===== config.mk =====
export PLATFORM = sky130hd
export DESIGN_NAME = fp_loo_sched
export DESIGN_NICKNAME = d
export VERILOG_FILES = /design/src/rtl/fp_loo_sched.sv
export SDC_FILE = /design/constraint.sdc
export NUM_CORES = 1
export LEC_CHECK = 0
export BUFFER_PORTS_ARGS = -buffer_cell sky130_fd_sc_hd__buf_4
export CAP_MARGIN = 5
export CORE_MARGIN = 4
export CORE_UTILIZATION = 50
export CTS_CLUSTER_DIAMETER = 40
export DETAILED_ROUTE_END_ITERATION = 12
export PLACE_DENSITY = 0.84
export SETUP_SLACK_MARGIN = 0.02
export SYNTH_ARGS = -nofsm -noshare
export SYNTH_HDL_FRONTEND = slang
export SYNTH_SLANG_ARGS = --single-unit

===== constraint.sdc =====
create_clock -name clk -period 2.35 [get_ports clk]
set_input_delay 0.235 -clock clk [delete_from_list [all_inputs] [get_ports clk]]
set_output_delay 0.235 -clock clk [all_outputs]
set_load 0.02 [all_outputs]

===== src/rtl/fp_loo_sched.sv =====
// fp_loo_sched: round-robin issue scheduler for the shared FP conversion unit.
// Tags ride a LAT-deep pipe; results land in a credit-protected output FIFO.
module fp_loo_sched #(
  parameter int FPWID      = 52,
  parameter int NREQ       = 4,
  parameter int TAGW       = 6,
  parameter int LAT        = 1,
  parameter int OBUF_DEPTH = 4
) (
  input  logic                   clk,
  input  logic                   rst_n,
  input  logic [NREQ-1:0]        req,
  input  logic [2*NREQ-1:0]      req_op,
  input  logic [3*NREQ-1:0]      req_rm,
  input  logic [FPWID*NREQ-1:0]  req_a,
  input  logic [TAGW*NREQ-1:0]   req_tag,
  output logic [NREQ-1:0]        gnt,
  output logic                   unit_issue,
  output logic [1:0]             unit_op,
  output logic [2:0]             unit_rm,
  output logic [FPWID-1:0]       unit_a,
  input  logic [FPWID-1:0]       unit_o,
  input  logic                   unit_done,
  output logic                   res_valid,
  input  logic                   res_ready,
  output logic [FPWID-1:0]       res_data,
  output logic [TAGW-1:0]        res_tag,
  input  logic                   flush,
  output logic                   err
);

  localparam int IW = (NREQ > 1) ? $clog2(NREQ) : 1;
  localparam int PW = (OBUF_DEPTH > 1) ? $clog2(OBUF_DEPTH) : 1;
  localparam int CW = $clog2(OBUF_DEPTH + 1);
  localparam int SW = $clog2(OBUF_DEPTH + LAT + 2);

  typedef struct packed {
    logic [1:0]       op;
    logic [2:0]       rm;
    logic [FPWID-1:0] a;
    logic [TAGW-1:0]  tag;
  } iss_t;

  iss_t            req_s [NREQ];
  logic [NREQ-1:0] legal;
  logic [NREQ-1:0] illegal;

  for (genvar i = 0; i < NREQ; i++) begin : g_unpack
    assign req_s[i] = '{
      op:  req_op[2*i +: 2],
      rm:  req_rm[3*i +: 3],
      a:   req_a[FPWID*i +: FPWID],
      tag: req_tag[TAGW*i +: TAGW]
    };
    assign legal[i]   = req[i] && (req_op[2*i +: 2] != 2'd3);
    assign illegal[i] = req[i] && (req_op[2*i +: 2] == 2'd3);
  end

  logic [IW-1:0]     rr_ptr;
  logic [IW-1:0]     sel;
  logic [IW-1:0]     cidx;
  int                cand;
  logic              found;
  logic              allow;
  logic              grant;

  logic              iss_v;
  iss_t              iss_q;
  logic [LAT-1:0]    pipe_v;
  logic [TAGW-1:0]   pipe_tag [LAT];

  logic [FPWID-1:0]  mem_d [OBUF_DEPTH];
  logic [TAGW-1:0]   mem_t [OBUF_DEPTH];
  logic [PW-1:0]     rd_ptr;
  logic [PW-1:0]     wr_ptr;
  logic [CW-1:0]     cnt;
  logic [SW-1:0]     used;
  logic              push;
  logic              pop;

  function automatic logic [PW-1:0] nxt(input logic [PW-1:0] p);
    return (p == PW'(OBUF_DEPTH - 1)) ? '0 : p + PW'(1);
  endfunction

  // Credits cover everything between the issue register and the FIFO.
  always_comb begin
    used = SW'(cnt) + SW'(iss_v);
    for (int k = 0; k < LAT; k++) begin
      used = used + SW'(pipe_v[k]);
    end
  end

  assign allow = used < SW'(OBUF_DEPTH);

  always_comb begin
    found = 1'b0;
    sel   = '0;
    cand  = 0;
    cidx  = '0;
    for (int i = 1; i <= NREQ; i++) begin
      cand = int'(rr_ptr) + i;
      if (cand >= NREQ) begin
        cand = cand - NREQ;
      end
      cidx = cand[IW-1:0];
      if (!found && legal[cidx]) begin
        found = 1'b1;
        sel   = cidx;
      end
    end
  end

  assign grant = found && allow && !flush;
  assign gnt   = grant ? (NREQ'(1) << sel) : '0;

  always_ff @(posedge clk or negedge rst_n) begin
    if (!rst_n) begin
      iss_v  <= 1'b0;
      iss_q  <= '0;
      rr_ptr <= IW'(NREQ - 1);
    end else begin
      iss_v <= grant;
      if (grant) begin
        iss_q  <= req_s[sel];
        rr_ptr <= sel;
      end
    end
  end

  assign unit_issue = iss_v;
  assign unit_op    = iss_q.op;
  assign unit_rm    = iss_q.rm;
  assign unit_a     = iss_q.a;

  always_ff @(posedge clk or negedge rst_n) begin
    if (!rst_n) begin
      pipe_v <= '0;
      for (int k = 0; k < LAT; k++) begin
        pipe_tag[k] <= '0;
      end
    end else begin
      pipe_v[0]   <= iss_v && !flush;
      pipe_tag[0] <= iss_q.tag;
      for (int k = 1; k < LAT; k++) begin
        pipe_v[k]   <= pipe_v[k-1] && !flush;
        pipe_tag[k] <= pipe_tag[k-1];
      end
    end
  end

  assign push      = pipe_v[LAT-1] && !flush;
  assign res_valid = cnt != '0;
  assign pop       = res_valid && res_ready;
  assign res_data  = mem_d[rd_ptr];
  assign res_tag   = mem_t[rd_ptr];

  always_ff @(posedge clk or negedge rst_n) begin
    if (!rst_n) begin
      for (int k = 0; k < OBUF_DEPTH; k++) begin
        mem_d[k] <= '0;
        mem_t[k] <= '0;
      end
    end else if (push) begin
      mem_d[wr_ptr] <= unit_o;
      mem_t[wr_ptr] <= pipe_tag[LAT-1];
    end
  end

  always_ff @(posedge clk or negedge rst_n) begin
    if (!rst_n) begin
      rd_ptr <= '0;
      wr_ptr <= '0;
      cnt    <= '0;
    end else if (flush) begin
      rd_ptr <= '0;
      wr_ptr <= '0;
      cnt    <= '0;
    end else begin
      if (push) begin
        wr_ptr <= nxt(wr_ptr);
      end
      if (pop) begin
        rd_ptr <= nxt(rd_ptr);
      end
      if (push && !pop) begin
        cnt <= cnt + CW'(1);
      end else if (pop && !push) begin
        cnt <= cnt - CW'(1);
      end
    end
  end

  always_ff @(posedge clk or negedge rst_n) begin
    if (!rst_n) begin
      err <= 1'b0;
    end else if ((|illegal) || (unit_done != pipe_v[LAT-1])) begin
      err <= 1'b1;
    end
  end

  always @(posedge clk) begin
    if (rst_n) begin
      assert (!(push && cnt == CW'(OBUF_DEPTH)));
    end
  end

endmodule

# Yosys cells after proc, flatten, opt, wreduce, memory -nomap -nowiden
# Cells that the tools add are included.
dict set report word_totals {
  register_bits 313
  input_bits 313
  elab_cells 138
}
dict set report op_classes {
  n_shift 1
  eq_ne 11
  magnitude_cmp 13
  add_sub_neg 14
  bitwise 3
  n_reduce_logical 31
  mux 45
}
# op count
set op_table {}
lappend op_table {{$bwmux W208} 1}
lappend op_table {{$mux W52} 3}
lappend op_table {{$bmux W63 S2} 1}
lappend op_table {{$mux W63} 2}
lappend op_table {{$bmux W52 S2} 1}
lappend op_table {{$demux W52 S2} 1}
lappend op_table {{$mux W2} 14}
lappend op_table {{$bwmux W24} 1}
lappend op_table {{$logic_and A1 B1 Y1} 19}
lappend op_table {{$ge A3 B3 Y1 const B} 6}
lappend op_table {{$mux W6} 3}
lappend op_table {{$bmux W6 S2} 1}
lappend op_table {{$demux W6 S2} 1}
lappend op_table {{$eq A2 B2 Y1 const B} 6}
lappend op_table {{$lt A2 B3 Y1 const B} 4}
lappend op_table {{$mux W3} 3}
lappend op_table {{$not A2 Y3} 3}
lappend op_table {{$bmux W1 S2} 4}
lappend op_table {{$mux W1} 8}
lappend op_table {{$ne A2 B2 Y1 const B} 4}
lappend op_table {{$sub A2 B1 Y2 const B} 4}
lappend op_table {{$add A2 B2 Y3 const B} 2}
lappend op_table {{$add A3 B1 Y3} 2}
lappend op_table {{$logic_not A1 Y1} 6}
lappend op_table {{other kinds (15)} 18}

# Depth between registers and ports, before layout
dict set report logic_depth {
  depth_word 19
  depth_mapped 8
  depth_no_buf 7
}

# Worst setup path before layout
# No wires, ideal clock.
dict set report synth_timing {
  kind {register -> output}
  startpoint {reg cnt[0]}
  endpoint {out gnt[2]}
  path_buffers 1
  required_time_ns 2.115
  stages_incl_launch_ff 7
  t_arrival_ns 1.998
  slack_ns 0.117
  cell_sequence {dfrtp_1 ha_1 a21o_1 a221oi_2 o2111ai_2 clkbuf_1 nor2_1}
}
dict set report synth_between {
  elab_chain_len 6
}
# item line_no
set synth_lines {}
lappend synth_lines {{start, declared} 76} ;# logic [CW-1:0] cnt;
lappend synth_lines {{start signal, assigned} 186} ;# cnt <= cnt + CW'(1);
lappend synth_lines {{start signal, assigned} 188} ;# cnt <= cnt - CW'(1);
lappend synth_lines {{$add A3 B1 Y3} 87} ;# used = SW'(cnt) + SW'(iss_v);
lappend synth_lines {{$add A3 B1 Y3} 89} ;# used = used + SW'(pipe_v[k]);
lappend synth_lines {{$lt A3 B3 Y1} 93} ;# assign allow = used < SW'(OBUF_DEPTH);
lappend synth_lines {{$logic_and A1 B1 Y1 (2 in series)} 113} ;# assign grant = found && allow && !flush;
lappend synth_lines {{$mux W4} 114} ;# assign gnt = grant ? (NREQ'(1) << sel) : '0;
lappend synth_lines {{end, declared} 17} ;# output logic [NREQ-1:0] gnt,
# No other way between the ends.

# Final worst setup path
# Ends and elaborated chain as after synthesis.

==> summary.md <==
| Metric | Value |
|---|---|
| P per Cell Area | `approximately 1200 mW/mm^2` |
| Status | `finished with violations` |
| Global route overflow | `0` |
| Vias | `approximately 12000` |
| Fin nets | `1916` |
| Crit path to | `gnt[2]` |
| Fin crit share | `107.1%` |
| Crit path DAT | `around 2.3 ns` |
| All-Layer GR Usage | `28.05%` |
| Worst Path Required | `between 2 and 2.5 ns` |
| Starting density of the core | `50.70%` |
| Hold crit path type | `input port to register` |
| CP max stage delay | `0.38 ns` |
| Worst slew pin tran | `0.5779 ns` |
| CTS root buf | `clkbuf_16` |
| Layout cells sized above 1 | `48.83%` |
| Hold Worst Slack | `0.01959 ns` |
| Placer Congestion | `0.9457` |
| Die Y | `184.1 um` |
| Syn Nets | `1466` |
| Worst-path cell chain | `ha_1, a21o_1, a221oi_4, o2111ai_4, nor2_1, buf_4` |
| Synth area leaders | `dfrtp_1, mux2_2, mux4_2` |
| Crit path max-delay cell type | `dfrtp_1` |
| Unrepaired setup endpoints after global routing | `yes` |
| Clock tree buffer depth | `3` |
| TritonCTS buffer count | `39` |
| CTS tree | `built` |
| Post-synthesis cell type count | `between 40 and 50` |
| Setup ws final | `-0.1666 ns` |
| Top FF cell, synth | `dfrtp_1` |
| Critical Path Source Type | `register` |
| Most frequent cell after synthesis | `dfrtp_1` |
| Synth Cell Area | `0.01551 sq mm` |
| Chip width | `between 150 and 200 um` |
| WS Path Type | `register to primary output` |
| Remaining DRCs | `0` |
| Cell taking the most area after synthesis | `dfrtp_1` |
| Crit Path Max Fanout | `6` |
| Largest net degree at the start of global routing | `72` |
| CP Capture Type | `primary output` |
| Area growth from synthesis to layout | `36.07%` |
| Post-synth EDFFs | `0` |
| Hold_sp | `req_rm[4]` |
| Clk Latency, worst-skew pair | `roughly 0.52 ns` |
| Initial DRC count | `665` |
| Worst r2r src | `cnt[0]$_DFFE_PN0P_` |
| F_max | `~0.40 GHz` |
| Post-synth ARST share | `100.0%` |
| Failing checks | `setup timing` |
| Worst R2R End | `unit_rm[2]$_DFFE_PN0P_` |
| R2r setup slk | `roughly 0.08 ns` |
| Post-Syn Area per Cell | `13.53 sq um` |
| Leak | `about 10 nW` |
| Minimum clock period | `2.517 ns` |
| Share of the synthesized area in the top cell type | `between 50% and 60%` |
| Pre-CTS WS | `-0.006575 ns` |
| Global-route wire length before repair | `73520 um` |
| #FFs+latches synth | `313` |
| H-tree levels | `2` |
| Vias in the first global route | `around 12000` |
| Peak supply drop | `0.0006411 V` |
| Placed insts | `around 1900` |
| Clock-pin slew on the worst setup and hold paths | `0.06 ns` |
| Clock Sinks | `about 310` |
| Final core occ | `68.99%` |
| Fin cells | `~2000` |
| Clk_skew | `0.01775 ns` |
| Input/output buffers | `434` |
| Worst reg-to-reg path cell count | `8` |
| Total of max-cap violations | `0` |
| Final hold vios | `0` |
| Num rows | `64` |
| Pins over their slew limit | `0` |
| Worst setup path startpoint | `cnt[0]$_DFFE_PN0P_` |
| Core Region | `between 0.03 and 0.04 sq mm` |
| Gate Count Post-Synth | `1146` |
| Antenna violations before repair | `3` |
| Drt first pass iters | `5` |
| # setup viols final | `4` |
| Sequential fraction of the synthesis area | `50.52%` |
| Slew margin rel. | `60.37%` |
| Full die area | `~0.034 sq mm` |
| Routed wire per std cell | `23.68 um` |
| Post-synth top cells | `dfrtp_1, mux2_2, mux2i_1` |
| Via density | `5.746` |
| Hpwl dp | `33670 um` |
| WL final | `47860 um` |
| Ys Warns | `0` |
| I/O pin count | `435` |
| Post-route ant nets | `0` |
area by class of cell:
type / count / area [sq um]
antenna: 3 / 7.507
multi-input combinational: 650 / 6738
tap: 396 / 495.5
sequential: 313 / 7840
clock buffer: 46 / 1012
clock inverter: 21 / 297.8
timing repair buffer: 552 / 4559
fill: 2069 / 9487
inverter: 40 / 152.6
sequential cells by signal, indices dropped and copies added, names as in the netlist, 2 cells and up:
| register | cells |
|---|---|
| rd_ptr | 2 |
| mem_t | 24 |
| rr_ptr | 2 |
| unit_rm | 3 |
| unit_a | 52 |
| mem_d | 208 |
| iss_q | 6 |
| wr_ptr | 2 |
| unit_op | 2 |
| cnt | 3 |
| pipe_tag | 6 |
power by group:
group	total, W	switching [W]	leakage (nW)	internal [W]
combinational	0.0111	0.00569	5.49	0.00537
sequential	0.00845	0.00117	4.03	0.00728
clock	0.00608	0.00239	0.632	0.00370
total	0.0256	0.00924	10.2	0.0164
cell families (layout without fill, tap and decap cells):
kind of cell             Yosys count  after routing  synth area share, %
other                              0              3                    0
buffers and inverters            183            659                6.422
AND/OR/NAND/NOR                   62             62                1.718
AO/OA/AOI/OAI                    192            192                9.108
XOR/XNOR                           5              5               0.2824
adder cells (fa/ha/maj)            7              7               0.6131
multiplexers                     384            384                31.34
flip-flops                       313            313                50.52
worst max-delay path, delay by kind of cell, from the launching register on:
family / cells / cell delay, ns
compound gates: 3 / 0.77
flops: 1 / 0.38
fa+ha+maj: 1 / 0.31
simple gates: 1 / 0.15
buf+inv: 1 / 0.15
routing by layer:
| layer | GRT usage, % | vias up | part of all wire [%] |
|---|---|---|---|
| li1 | - | 5129 | - |
| met1 | 36.42 | 5967 | 39 |
| met4 | 7.335 | 0 | 2.6 |
| met5 | 0 | - | 0 |
| met2 | 49.41 | 442 | 53 |
| met3 | 4.480 | 74 | 5.4 |
metrics by stage:
step | setup TNS, ns | total power, W | area [sq um]
4_1_cts | -0.8428 | 0.02556 | 21050
6_report | -0.6028 | 0.02559 | 21100
3_3_place_gp | 0 | 0.01874 | 19020
2_1_floorplan | 0 | 0.01535 | 15510
5_1_grt | -0.9978 | 0.02678 | 21100
3_5_place_dp | -0.01395 | 0.01910 | 19020
cell usage in the layout, fill, tap and decap left out, types with 3 or more instances in the layout:
cell type      Yosys  layout
a31oi_1            3       3
o221ai_1          29      29
xnor2_1            4       4
buf_4             63     467
mux2_1            73      73
nand2_1           36      31
mux2_2           159     159
bufinv_16          0       5
mux4_2            58      58
nand2_2            0       5
inv_1             39      39
dlygate4sd3_1      0      61
nor2_1            12      11
clkinvlp_4         0       3
dfrtp_1          311     309
diode_2            0       3
inv_6              0       4
nor2b_1            3       3
buf_12             0      17
o21ai_1            4       3
o21ai_0           35      35
inv_8              0       3
clkbuf_1          45       6
mux2i_1           94      94
buf_6              5       4
clkinv_4           0       3
a211oi_1          69      69
clkbuf_16          0      39
o22ai_1           34      34
ha_1               6       6
worst min path at each step:
| stage | slack (ns) | cells after the start | endpoint |
|---|---|---|---|
| 3_5_place_dp | 0.26 | 1 | mem_d[203]$_DFFE_PN0P_ |
| 2_1_floorplan | -0.06 | 0 | cnt[0]$_DFFE_PN0P_ |
| 5_1_grt | 0.02 | 3 | unit_a[4]$_DFFE_PN0P_ |
| 3_3_place_gp | 0.24 | 1 | mem_d[203]$_DFFE_PN0P_ |
| 4_1_cts | 0.0002 | 3 | unit_rm[1]$_DFFE_PN0P_ |
| 6_report | 0.02 | 3 | unit_rm[1]$_DFFE_PN0P_ |
what timing repair did:
item                                   4_1_cts  5_1_grt
hold buffers                                61        0
gates resized for setup                      2        7
endpoints found under the hold margin      283        0
setup buffers                                7        3
setup endpoints to repair                   96       62
pin swaps                                    6        5
(Power assumes the default switching activity.)
